===== config.mk =====
export PLATFORM = sky130hd
export DESIGN_NAME = hazard_fwd_unit_flat
export DESIGN_NICKNAME = d
export VERILOG_FILES = /design/src/rtl/hazard_fwd_unit_if.sv /design/src/rtl/hazard_fwd_unit.sv /design/src/flat_wrapper.sv
export SDC_FILE = /design/constraint.sdc
export NUM_CORES = 1
export LEC_CHECK = 0
export ABC_AREA = 1
export CORE_AREA = 3 3 120 122
export DETAILED_ROUTE_END_ITERATION = 10
export DIE_AREA = 0 0 123 125
export GPL_TIMING_DRIVEN = 0
export PLACE_DENSITY = 0.84
export SLEW_MARGIN = 10
export SYNTH_ARGS = -nofsm -noshare
export SYNTH_HDL_FRONTEND = slang
export SYNTH_SLANG_ARGS = --single-unit
export TNS_END_PERCENT = 30

===== constraint.sdc =====
create_clock -name clk -period 3.6 [get_ports clk]
set_input_delay 0.72 -clock clk [delete_from_list [all_inputs] [get_ports clk]]
set_output_delay 0.72 -clock clk [all_outputs]
set_load 0.005 [all_outputs]

===== src/rtl/hazard_fwd_unit_if.sv =====
// Pipeline hazard/forwarding bundle: ID operands and stage metadata in,
// resolved operands and stall controls out.
`timescale 1ns/1ps
interface hazard_fwd_unit_if #(
    parameter int unsigned XLEN = 32,
    parameter int unsigned RAW  = 5
);
    logic [RAW-1:0]  id_rs1;
    logic [RAW-1:0]  id_rs2;
    logic [6:0]      id_type;
    logic [6:0]      ex_type;
    logic [6:0]      mem_type;
    logic [6:0]      wb_type;
    logic [RAW-1:0]  ex_rd;
    logic [RAW-1:0]  mem_rd;
    logic [RAW-1:0]  wb_rd;
    logic [XLEN-1:0] id_reg1;
    logic [XLEN-1:0] id_reg2;
    logic [XLEN-1:0] ex_alu;
    logic [XLEN-1:0] ex_pc;
    logic [XLEN-1:0] mem_out;
    logic [XLEN-1:0] wb_data;
    logic            dmem_ready;
    logic [XLEN-1:0] fwd1;
    logic [XLEN-1:0] fwd2;
    logic            stall_id;
    logic            bubble_ex;
    logic            stall_all;

    modport master (
        output id_rs1, id_rs2, id_type, ex_type, mem_type, wb_type,
               ex_rd, mem_rd, wb_rd, id_reg1, id_reg2,
               ex_alu, ex_pc, mem_out, wb_data, dmem_ready,
        input  fwd1, fwd2, stall_id, bubble_ex, stall_all
    );

    modport slave (
        input  id_rs1, id_rs2, id_type, ex_type, mem_type, wb_type,
               ex_rd, mem_rd, wb_rd, id_reg1, id_reg2,
               ex_alu, ex_pc, mem_out, wb_data, dmem_ready,
        output fwd1, fwd2, stall_id, bubble_ex, stall_all
    );
endinterface


===== src/rtl/hazard_fwd_unit.sv =====
// Operand forwarding (EX > MEM > WB > regfile) plus load-use / memory-wait stall FSM.
// Optional stall counters enabled by defining HAZARD_PERF_CNT_EN.
`timescale 1ns/1ps
module hazard_fwd_unit #(
    parameter int unsigned XLEN = 32,
    parameter int unsigned RAW  = 5
) (
    input  logic                 clk,
    input  logic                 rst_n,
    hazard_fwd_unit_if.slave     bus
`ifdef HAZARD_PERF_CNT_EN
    ,
    output logic [31:0]          lu_stall_cnt,
    output logic [31:0]          mem_stall_cnt
`endif
);

    localparam logic [6:0] OP_RR     = 7'b0110011;
    localparam logic [6:0] OP_IMM    = 7'b0010011;
    localparam logic [6:0] OP_LOAD   = 7'b0000011;
    localparam logic [6:0] OP_STORE  = 7'b0100011;
    localparam logic [6:0] OP_BRANCH = 7'b1100011;
    localparam logic [6:0] OP_JAL    = 7'b1101111;
    localparam logic [6:0] OP_JALR   = 7'b1100111;
    localparam logic [6:0] OP_LUI    = 7'b0110111;
    localparam logic [6:0] OP_AUIPC  = 7'b0010111;

    typedef enum logic [1:0] {
        RUN      = 2'd0,
        LU_STALL = 2'd1,
        MEM_WAIT = 2'd2
    } state_t;

    state_t state, state_nxt;

    function automatic logic is_writer(input logic [6:0] op);
        return op inside {OP_RR, OP_IMM, OP_LUI, OP_AUIPC, OP_JAL, OP_JALR, OP_LOAD};
    endfunction

    logic            ex_wr, mem_wr, wb_wr;
    logic            ex_is_load, ex_is_link, mem_is_load;
    logic [XLEN-1:0] ex_fwd_val;
    logic [RAW-1:0]  src_idx [2];
    logic [XLEN-1:0] src_reg [2];
    logic [XLEN-1:0] src_res [2];
    logic [1:0]      src_used;
    logic [1:0]      ex_hit, mem_hit, wb_hit;
    logic            lu_hazard;

    assign ex_wr       = is_writer(bus.ex_type)  && (bus.ex_rd  != '0);
    assign mem_wr      = is_writer(bus.mem_type) && (bus.mem_rd != '0);
    assign wb_wr       = is_writer(bus.wb_type)  && (bus.wb_rd  != '0);
    assign ex_is_load  = (bus.ex_type == OP_LOAD);
    assign mem_is_load = (bus.mem_type == OP_LOAD);
    assign ex_is_link  = (bus.ex_type == OP_JAL) || (bus.ex_type == OP_JALR);
    assign ex_fwd_val  = ex_is_link ? (bus.ex_pc + XLEN'(4)) : bus.ex_alu;

    assign src_idx[0]  = bus.id_rs1;
    assign src_idx[1]  = bus.id_rs2;
    assign src_reg[0]  = bus.id_reg1;
    assign src_reg[1]  = bus.id_reg2;
    assign src_used[0] = !(bus.id_type inside {OP_LUI, OP_AUIPC, OP_JAL});
    assign src_used[1] = bus.id_type inside {OP_RR, OP_BRANCH, OP_STORE};

    // A load still in EX has no data yet: that channel keeps the regfile value
    // and the stall logic below takes care of replaying it from MEM.
    always_comb begin
        ex_hit  = '0;
        mem_hit = '0;
        wb_hit  = '0;
        for (int unsigned ch = 0; ch < 2; ch++) begin
            ex_hit[ch]  = src_used[ch] && ex_wr  && (src_idx[ch] == bus.ex_rd);
            mem_hit[ch] = src_used[ch] && mem_wr && (src_idx[ch] == bus.mem_rd);
            wb_hit[ch]  = src_used[ch] && wb_wr  && (src_idx[ch] == bus.wb_rd);
            if (ex_hit[ch]) begin
                src_res[ch] = ex_is_load ? src_reg[ch] : ex_fwd_val;
            end else if (mem_hit[ch]) begin
                src_res[ch] = bus.mem_out;
            end else if (wb_hit[ch]) begin
                src_res[ch] = bus.wb_data;
            end else begin
                src_res[ch] = src_reg[ch];
            end
        end
    end

    assign lu_hazard = ex_is_load && (|ex_hit);
    assign bus.fwd1  = src_res[0];
    assign bus.fwd2  = src_res[1];

    logic stall_id_c, bubble_ex_c, stall_all_c;

    always_comb begin
        stall_id_c  = 1'b0;
        bubble_ex_c = 1'b0;
        stall_all_c = 1'b0;
        state_nxt   = state;
        unique case (state)
            RUN: begin
                if (lu_hazard) begin
                    stall_id_c  = 1'b1;
                    bubble_ex_c = 1'b1;
                    state_nxt   = LU_STALL;
                end else if (mem_is_load && !bus.dmem_ready) begin
                    stall_all_c = 1'b1;
                    state_nxt   = MEM_WAIT;
                end
            end
            LU_STALL: begin
                if (bus.dmem_ready) begin
                    state_nxt   = RUN;
                end else begin
                    stall_all_c = 1'b1;
                    state_nxt   = MEM_WAIT;
                end
            end
            MEM_WAIT: begin
                if (bus.dmem_ready) begin
                    state_nxt   = RUN;
                end else begin
                    stall_all_c = 1'b1;
                end
            end
            default: state_nxt = RUN;
        endcase
    end

    // Controls are Mealy; gating with rst_n drops them the instant reset asserts.
    assign bus.stall_id  = rst_n & stall_id_c;
    assign bus.bubble_ex = rst_n & bubble_ex_c;
    assign bus.stall_all = rst_n & stall_all_c;

    always_ff @(posedge clk or negedge rst_n) begin
        if (!rst_n) begin
            state <= RUN;
        end else begin
            state <= state_nxt;
        end
    end

`ifdef HAZARD_PERF_CNT_EN
    always_ff @(posedge clk or negedge rst_n) begin
        if (!rst_n) begin
            lu_stall_cnt  <= '0;
            mem_stall_cnt <= '0;
        end else begin
            if (bus.bubble_ex && (lu_stall_cnt != '1)) begin
                lu_stall_cnt <= lu_stall_cnt + 32'd1;
            end
            if (bus.stall_all && (mem_stall_cnt != '1)) begin
                mem_stall_cnt <= mem_stall_cnt + 32'd1;
            end
        end
    end
`endif

endmodule


===== src/flat_wrapper.sv =====
// flat-port wrapper written by rule: the top's interface ports become plain ports
module hazard_fwd_unit_flat 
#(
    parameter int unsigned XLEN = 32,
    parameter int unsigned RAW  = 5
)
  (clk, rst_n, bus_id_rs1, bus_id_rs2, bus_id_type, bus_ex_type, bus_mem_type, bus_wb_type, bus_ex_rd, bus_mem_rd, bus_wb_rd, bus_id_reg1, bus_id_reg2, bus_ex_alu, bus_ex_pc, bus_mem_out, bus_wb_data, bus_dmem_ready, bus_fwd1, bus_fwd2, bus_stall_id, bus_bubble_ex, bus_stall_all);
  hazard_fwd_unit_if #(.XLEN(XLEN), .RAW(RAW)) bus_i ();
  input  logic clk;
  input  logic rst_n;
  input wire logic [$bits(bus_i.id_rs1)-1:0] bus_id_rs1;
  input wire logic [$bits(bus_i.id_rs2)-1:0] bus_id_rs2;
  input wire logic [$bits(bus_i.id_type)-1:0] bus_id_type;
  input wire logic [$bits(bus_i.ex_type)-1:0] bus_ex_type;
  input wire logic [$bits(bus_i.mem_type)-1:0] bus_mem_type;
  input wire logic [$bits(bus_i.wb_type)-1:0] bus_wb_type;
  input wire logic [$bits(bus_i.ex_rd)-1:0] bus_ex_rd;
  input wire logic [$bits(bus_i.mem_rd)-1:0] bus_mem_rd;
  input wire logic [$bits(bus_i.wb_rd)-1:0] bus_wb_rd;
  input wire logic [$bits(bus_i.id_reg1)-1:0] bus_id_reg1;
  input wire logic [$bits(bus_i.id_reg2)-1:0] bus_id_reg2;
  input wire logic [$bits(bus_i.ex_alu)-1:0] bus_ex_alu;
  input wire logic [$bits(bus_i.ex_pc)-1:0] bus_ex_pc;
  input wire logic [$bits(bus_i.mem_out)-1:0] bus_mem_out;
  input wire logic [$bits(bus_i.wb_data)-1:0] bus_wb_data;
  input wire logic [$bits(bus_i.dmem_ready)-1:0] bus_dmem_ready;
  output wire logic [$bits(bus_i.fwd1)-1:0] bus_fwd1;
  output wire logic [$bits(bus_i.fwd2)-1:0] bus_fwd2;
  output wire logic [$bits(bus_i.stall_id)-1:0] bus_stall_id;
  output wire logic [$bits(bus_i.bubble_ex)-1:0] bus_bubble_ex;
  output wire logic [$bits(bus_i.stall_all)-1:0] bus_stall_all;
  assign bus_i.id_rs1 = bus_id_rs1;
  assign bus_i.id_rs2 = bus_id_rs2;
  assign bus_i.id_type = bus_id_type;
  assign bus_i.ex_type = bus_ex_type;
  assign bus_i.mem_type = bus_mem_type;
  assign bus_i.wb_type = bus_wb_type;
  assign bus_i.ex_rd = bus_ex_rd;
  assign bus_i.mem_rd = bus_mem_rd;
  assign bus_i.wb_rd = bus_wb_rd;
  assign bus_i.id_reg1 = bus_id_reg1;
  assign bus_i.id_reg2 = bus_id_reg2;
  assign bus_i.ex_alu = bus_ex_alu;
  assign bus_i.ex_pc = bus_ex_pc;
  assign bus_i.mem_out = bus_mem_out;
  assign bus_i.wb_data = bus_wb_data;
  assign bus_i.dmem_ready = bus_dmem_ready;
  assign bus_fwd1 = bus_i.fwd1;
  assign bus_fwd2 = bus_i.fwd2;
  assign bus_stall_id = bus_i.stall_id;
  assign bus_bubble_ex = bus_i.bubble_ex;
  assign bus_stall_all = bus_i.stall_all;
  hazard_fwd_unit #(.XLEN(XLEN), .RAW(RAW)) u_core (.clk(clk), .rst_n(rst_n), .bus(bus_i));
endmodule

# After elaboration in Yosys (flattened, before gate mapping)
# Cells that the tools add are included.
dict set report totals {
  register_bits 2
  output_inout_bits 67
}
dict set report op_classes {
  n_addsub 1
  eq_ne 37
  n_mux 20
  n_bitwise 2
  n_reduce_logical 32
}
# operator count
set ops {}
lappend ops {{2-to-1 mux 32 bit} 9}
lappend ops {{== test 7 x 6 -> 1 bit, second input constant} 9}
lappend ops {{== test 7 bit, second input constant} 8}
lappend ops {{== test 7 x 5 -> 1 bit, second input constant} 7}
lappend ops {{adder 32 x 3 -> 32 bit, second input constant} 1}
lappend ops {{== test 5 bit} 6}
lappend ops {{== test 7 x 2 -> 1 bit, second input constant} 3}
lappend ops {{nonzero test 7 bit} 3}
lappend ops {{logical AND 1 bit} 17}
lappend ops {{nonzero test 5 bit} 3}
lappend ops {{2-to-1 mux 2 bit} 4}
lappend ops {{one-hot mux 2 bit (3 select lines)} 1}
lappend ops {{nonzero test 3 bit} 2}
lappend ops {{2-to-1 mux 1 bit} 5}
lappend ops {{OR reduction 2 bit} 2}
lappend ops {{inequality test 3 x 1 -> 1 bit, second input constant} 1}
lappend ops {{bitwise AND 1 bit} 2}
lappend ops {{== test 2 x 1 -> 1 bit, second input constant} 1}
lappend ops {{== test 2 bit, second input constant} 1}
lappend ops {{logical NOT 1 bit} 2}
lappend ops {{logical NOT 2 bit} 1}
lappend ops {{inequality test 2 bit, second input constant} 1}
lappend ops {{one-hot mux 1 bit (2 select lines)} 1}
lappend ops {{AND reduction 2 bit} 1}
lappend ops {{logical OR 1 bit} 1}

# Depth between registers and ports, before layout
dict set report logic_depth {
  ltp_word 10
  mapped_depth 14
}

# Worst setup path after synthesis
# OpenSTA, ideal clock, no wires.
dict set report synth_path {
  path_kind {input-to-output}
  startpoint {in bus_ex_type[1]}
  endpoint {out bus_stall_id}
  t_arrival_ns 1.892
  required_ns 2.880
  slack_ns 0.988
  cell_stages 10
  n_path_buf 1
  cell_sequence {nand2_1 nor2_1 nand3_2 nand3_4 nand2_4 nor2_4 inv_2 a21oi_1 and3_1 buf_4}
}
dict set report synth_via {
  elab_chain_len 10
  elab_cells_between_ends 18
}
# item line
set synth_rtl {}
lappend synth_rtl {{start: declaration} flat_wrapper.sv:14} ;# input wire logic [$bits(bus_i.ex_type)-1:0] bus_ex_type;
lappend synth_rtl {{== test 7 x 6 -> 1 bit, or another cell as far along} hazard_fwd_unit.sv:37} ;# return op inside {OP_RR, OP_IMM, OP_LUI, OP_AUIPC, OP_JAL, OP_JALR, OP_LOAD};
lappend synth_rtl {{nonzero test 7 bit} hazard_fwd_unit.sv:37}
lappend synth_rtl {{logical AND 1 bit} hazard_fwd_unit.sv:50} ;# assign ex_wr = is_writer(bus.ex_type) && (bus.ex_rd != '0);
lappend synth_rtl {{logical AND 1 bit (2 in series)} hazard_fwd_unit.sv:72} ;# ex_hit[ch] = src_used[ch] && ex_wr && (src_idx[ch] == bus.ex_rd);
lappend synth_rtl {{OR reduction 2 bit} hazard_fwd_unit.sv:87} ;# assign lu_hazard = ex_is_load && (|ex_hit);
lappend synth_rtl {{logical AND 1 bit *} hazard_fwd_unit.sv:87}
lappend synth_rtl {{2-to-1 mux 1 bit * (2 in series)} --}
lappend synth_rtl {{bitwise AND 1 bit *} --}
lappend synth_rtl {{end: declaration} flat_wrapper.sv:29} ;# output wire logic [$bits(bus_i.stall_id)-1:0] bus_stall_id;
# Every way passes the cells marked *; elsewhere a longest branch is shown, timed or not.

# Final worst setup path
dict set report layout_path {
  startpoint {in bus_id_type[5]}
  endpoint {out bus_fwd2[27]}
}
dict set report layout_via {
  elab_chain_len 7
  elab_cells_between_ends 13
}
# item line
set layout_rtl {}
lappend layout_rtl {{start: declaration} flat_wrapper.sv:13} ;# input wire logic [$bits(bus_i.id_type)-1:0] bus_id_type;
lappend layout_rtl {{== test 7 x 6 -> 1 bit / == test 7 bit (equally long branches)} hazard_fwd_unit.sv:63} ;# assign src_used[1] = bus.id_type inside {OP_RR, OP_BRANCH, OP_STORE};
lappend layout_rtl {{nonzero test 3 bit *} hazard_fwd_unit.sv:63}
lappend layout_rtl {{logical AND 1 bit (2 in series)} hazard_fwd_unit.sv:74} ;# wb_hit[ch] = src_used[ch] && wb_wr && (src_idx[ch] == bus.wb_rd);
lappend layout_rtl {{2-to-1 mux 32 bit} hazard_fwd_unit.sv:79} ;# end else if (wb_hit[ch]) begin
lappend layout_rtl {{2-to-1 mux 32 bit} hazard_fwd_unit.sv:77} ;# end else if (mem_hit[ch]) begin
lappend layout_rtl {{2-to-1 mux 32 bit *} hazard_fwd_unit.sv:75} ;# if (ex_hit[ch]) begin
lappend layout_rtl {{end: declaration} flat_wrapper.sv:28} ;# output wire logic [$bits(bus_i.fwd2)-1:0] bus_fwd2;
# Marked as above.

==> flow_metrics.env <==
export IMPL_outcome="complete, but fails checks"
export IMPL_violations="negative setup slack"
export IMPL_fp_dieArea_um2=15380
export IMPL_clk_pin_slew_worst_paths_ns=0.03
export IMPL_syn_num_nets=1426
export IMPL_yosys_warnings=0
export IMPL_p_leak_nw=5.180
export IMPL_gr_usage_all_layers=0.3854
export IMPL_pwr_share_clk=0.168
export IMPL_clk_latency_ns=0.22
export IMPL_drive_above_1_share=0.1335
export IMPL_crit_required_ns=2.88
export IMPL_max_freq_ghz=0.2682
export IMPL_swShare=0.4077
export IMPL_peakVddDrop_v=0.0003668
export IMPL_mostFrequentLayoutCells="nand2_1, clkdlybuf4s50_1, inv_1"
export IMPL_rrSetupSlack_ns=2.41
export IMPL_rsz0062_at_grt="yes"
export IMPL_slowest_stage="clkdlybuf4s50_1"
export IMPL_clk_path_buf_depth=2
export IMPL_power_density_nw_per_um2=100.7
export IMPL_via_count=9514
export IMPL_holdBufCountCts=0
export IMPL_grt_pass1_wl_um=46910
export IMPL_grt_max_degree=11
export IMPL_setup_slack_ns=-0.1282
export IMPL_hpwl_um=25140
export IMPL_io_pins=315
export IMPL_synth_seq_cells=2
export IMPL_regMostFlops="u_core.state"
export IMPL_timing_rr_end="u_core.state[0]$_DFFE_PN0P_"
export IMPL_fp_row_count=42
export IMPL_combPwrFrac=0.796
export IMPL_drt_initial_drc_count=1183
export IMPL_drtPass1Iterations=6
export IMPL_cts_tree="done"
export IMPL_synth_main_ff_cell="dfrtp_1"
export IMPL_hp_class="flop to flop"
export IMPL_crit_chain="clkdlybuf4s50_1 > inv_1 > nor2_2 > nand2_4 > nor3_4 > nand2_4 > bufbuf_16 > nand2_1 > o21ai_1 > nand2_1 > nand2_1 > nand2_1 > clkdlybuf4s50_1"
export IMPL_fin_nets=1776
export IMPL_worst_pin_slew_ns=0.5977
export IMPL_drt_wirelength_per_cell_um=18.72
export IMPL_period_minus_slack_ns=3.728
export IMPL_antenna_cells=0
export IMPL_synth_seq_area_share=0.009011
export IMPL_syn2layout_area_growth_pct=74.97
export IMPL_reg2reg_depth=7
export IMPL_max_cap_viol_count=0
export IMPL_crit_top_cell="nand2_1"
export IMPL_io_buffers=314
export IMPL_post_route_period_util=1.036
export IMPL_crit_type="primary input to output port"
export IMPL_syn_area_per_cell_um2=4.735
export IMPL_dp_slack_ns=-0.6713
export IMPL_crit_fanout=7
export IMPL_netlist_instances=1173
export IMPL_final_common_cell="nand2_1"
export IMPL_ant_nets=0
export IMPL_cts_max_level=1
export IMPL_clock_skew_ns=0.003277
export IMPL_reg_top3="u_core.state (2)"
export IMPL_final_setup_viol_count=5
export IMPL_holdPathEnd="u_core.state[0]$_DFFE_PN0P_"
export IMPL_async_reset_ff_frac=1.000
export IMPL_end_kind="output port"
export IMPL_relSlewSlack=0.6015
export IMPL_place_gp_congestion=0.9957
export IMPL_critPathLaunchType="primary input"
export IMPL_critPathBufInv=4
export IMPL_core_area_um2=13300
export IMPL_start_util=0.4177
export IMPL_drcViolationCount=0
export IMPL_synth_edff_count=0
export IMPL_final_core_util=0.7309
export IMPL_die_y_um=125
export IMPL_clock_sinks=2
export IMPL_whs_path_depth=2
export IMPL_wirelength_um=31770
export IMPL_chipWidth_um=123
export IMPL_largest_reg_flops=2
export IMPL_yosysUniqueCellTypes=41
export IMPL_crit_path_max_incr_delay_ns=0.50
export IMPL_cts_made_buffers=3
export IMPL_r2r_start="u_core.state[1]$_DFFE_PN0P_"
export IMPL_min_from="u_core.state[0]$_DFFE_PN0P_"
export IMPL_p_switching_uw=399.1
export IMPL_syn_area_um2=5554
export IMPL_seqPwrFrac=0.036
export IMPL_cellInternalPower_uw=579.8
export IMPL_hold_viol_final=0
export IMPL_arrival_ns=3.01
export IMPL_maxSlewViolCount=0
export IMPL_grt_pass1_vias=8921
export IMPL_antenna_found_initial=1
export IMPL_ctsRootBufferMaster="clkbuf_16"
export IMPL_crit_family="buffers and inverters"
export IMPL_grt_overflow_total=0
export IMPL_avgViaCountPerCell=5.606
worst reg2reg max path: stages, from the launching register on:
cell and delay (ns):
dfrtp_1 0.39, inv_1 0.09, ha_1 0.23, o21a_1 0.12
nand2_1 0.08, nand2_1 0.07, nand2_1 0.05, nand2_1 0.05
final cells by class:
class                      count  area, µm²
inverter                     216      818.3
buffer                        57      484.2
fill                        1190       3577
clock buffer                   3      75.07
timing repair buffer         345       3348
multi-input combinational    898       4722
tap                          176      220.2
sequential                     2      50.05
metrics by stage:
| stage | instance area (µm²) | instances | power, mW | hold slack [ns] | setup TNS, ns |
|---|---|---|---|---|---|
| after global routing | 9718 | 1697 | 1.049 | 0.5794 | -2.116 |
| after floorplan | 5554 | 1173 | 0.3133 | 0.4244 | 0 |
| after CTS | 9515 | 1688 | 0.9613 | 0.5428 | -1.708 |
| after detailed placement | 8917 | 1663 | 0.7894 | 0.5384 | -27.04 |
| final | 9718 | 1697 | 0.9789 | 0.5381 | -0.3505 |
| after global placement | 8917 | 1663 | 0.7842 | 0.5236 | -26.16 |
cells in the mapped netlist (5+ instances only):
library cell / number / area [µm²]
o21ai_0: 77 / 385.4
nand4_1: 42 / 262.8
a22oi_1: 8 / 60.06
nand3b_1: 11 / 82.58
ha_1: 5 / 62.56
nor2_1: 81 / 304.0
xnor2_1: 19 / 166.4
buf_6: 9 / 101.4
o21ai_1: 22 / 110.1
inv_2: 5 / 18.77
nand2_1: 362 / 1359
buf_2: 29 / 145.1
a21oi_1: 68 / 340.3
or2_0: 15 / 93.84
nand3_1: 133 / 665.6
clkbuf_1: 15 / 56.30
nor3_1: 12 / 60.06
xor2_1: 12 / 105.1
inv_1: 210 / 788.3
cells by family (layout without fill, tap and decap cells):
group / after synthesis / count (layout) / share of synthesized area
compound gates: 186 / 186 / 0.1789
fa+ha+maj: 5 / 5 / 0.01126
xor+xnor: 31 / 31 / 0.04888
simple gates: 676 / 676 / 0.5467
buf+inv: 273 / 621 / 0.2052
flops: 2 / 2 / 0.009011
metal layers:
layer  vias to the layer above  wire length [µm]  track usage
li1                       4418                 -            -
met1                      4222             11220       0.4573
met2                       727             14460       0.6365
met3                       145              4138       0.1043
met4                         2              1933       0.1870
met5                         -                13            0
power groups by stage:
stage | Sequential (mW) | Combinational, mW | Clock (mW)
3_3_place_gp | 0.0341 | 0.750 | 0
3_5_place_dp | 0.0349 | 0.755 | 0
4_1_cts | 0.0346 | 0.760 | 0.167
6_report | 0.0351 | 0.779 | 0.165
5_1_grt | 0.0352 | 0.843 | 0.172
2_1_floorplan | 0.0335 | 0.280 | 0
how the worst max path moves through the flow:
stage                               from  cells past startpoint  slack (ns)           end
after floorplan           bus_ex_type[1]                     10        0.99  bus_stall_id
after global placement    bus_ex_type[6]                      9       -0.69  bus_fwd2[15]
after detailed placement  bus_ex_type[6]                      9       -0.67  bus_fwd2[15]
after CTS                 bus_ex_type[3]                      9       -0.19  bus_fwd2[15]
after global routing       bus_ex_pc[13]                     12       -0.27  bus_fwd2[29]
final                     bus_id_type[5]                     13       -0.13  bus_fwd2[27]
timing repair:
action                     CTS  global route
setup buffers               21             9
pin swaps                   21            17
setup endpoints to repair   67            66
cloned                       1             0
gates resized for setup    196           100
Power figures use the tool's default switching activity.
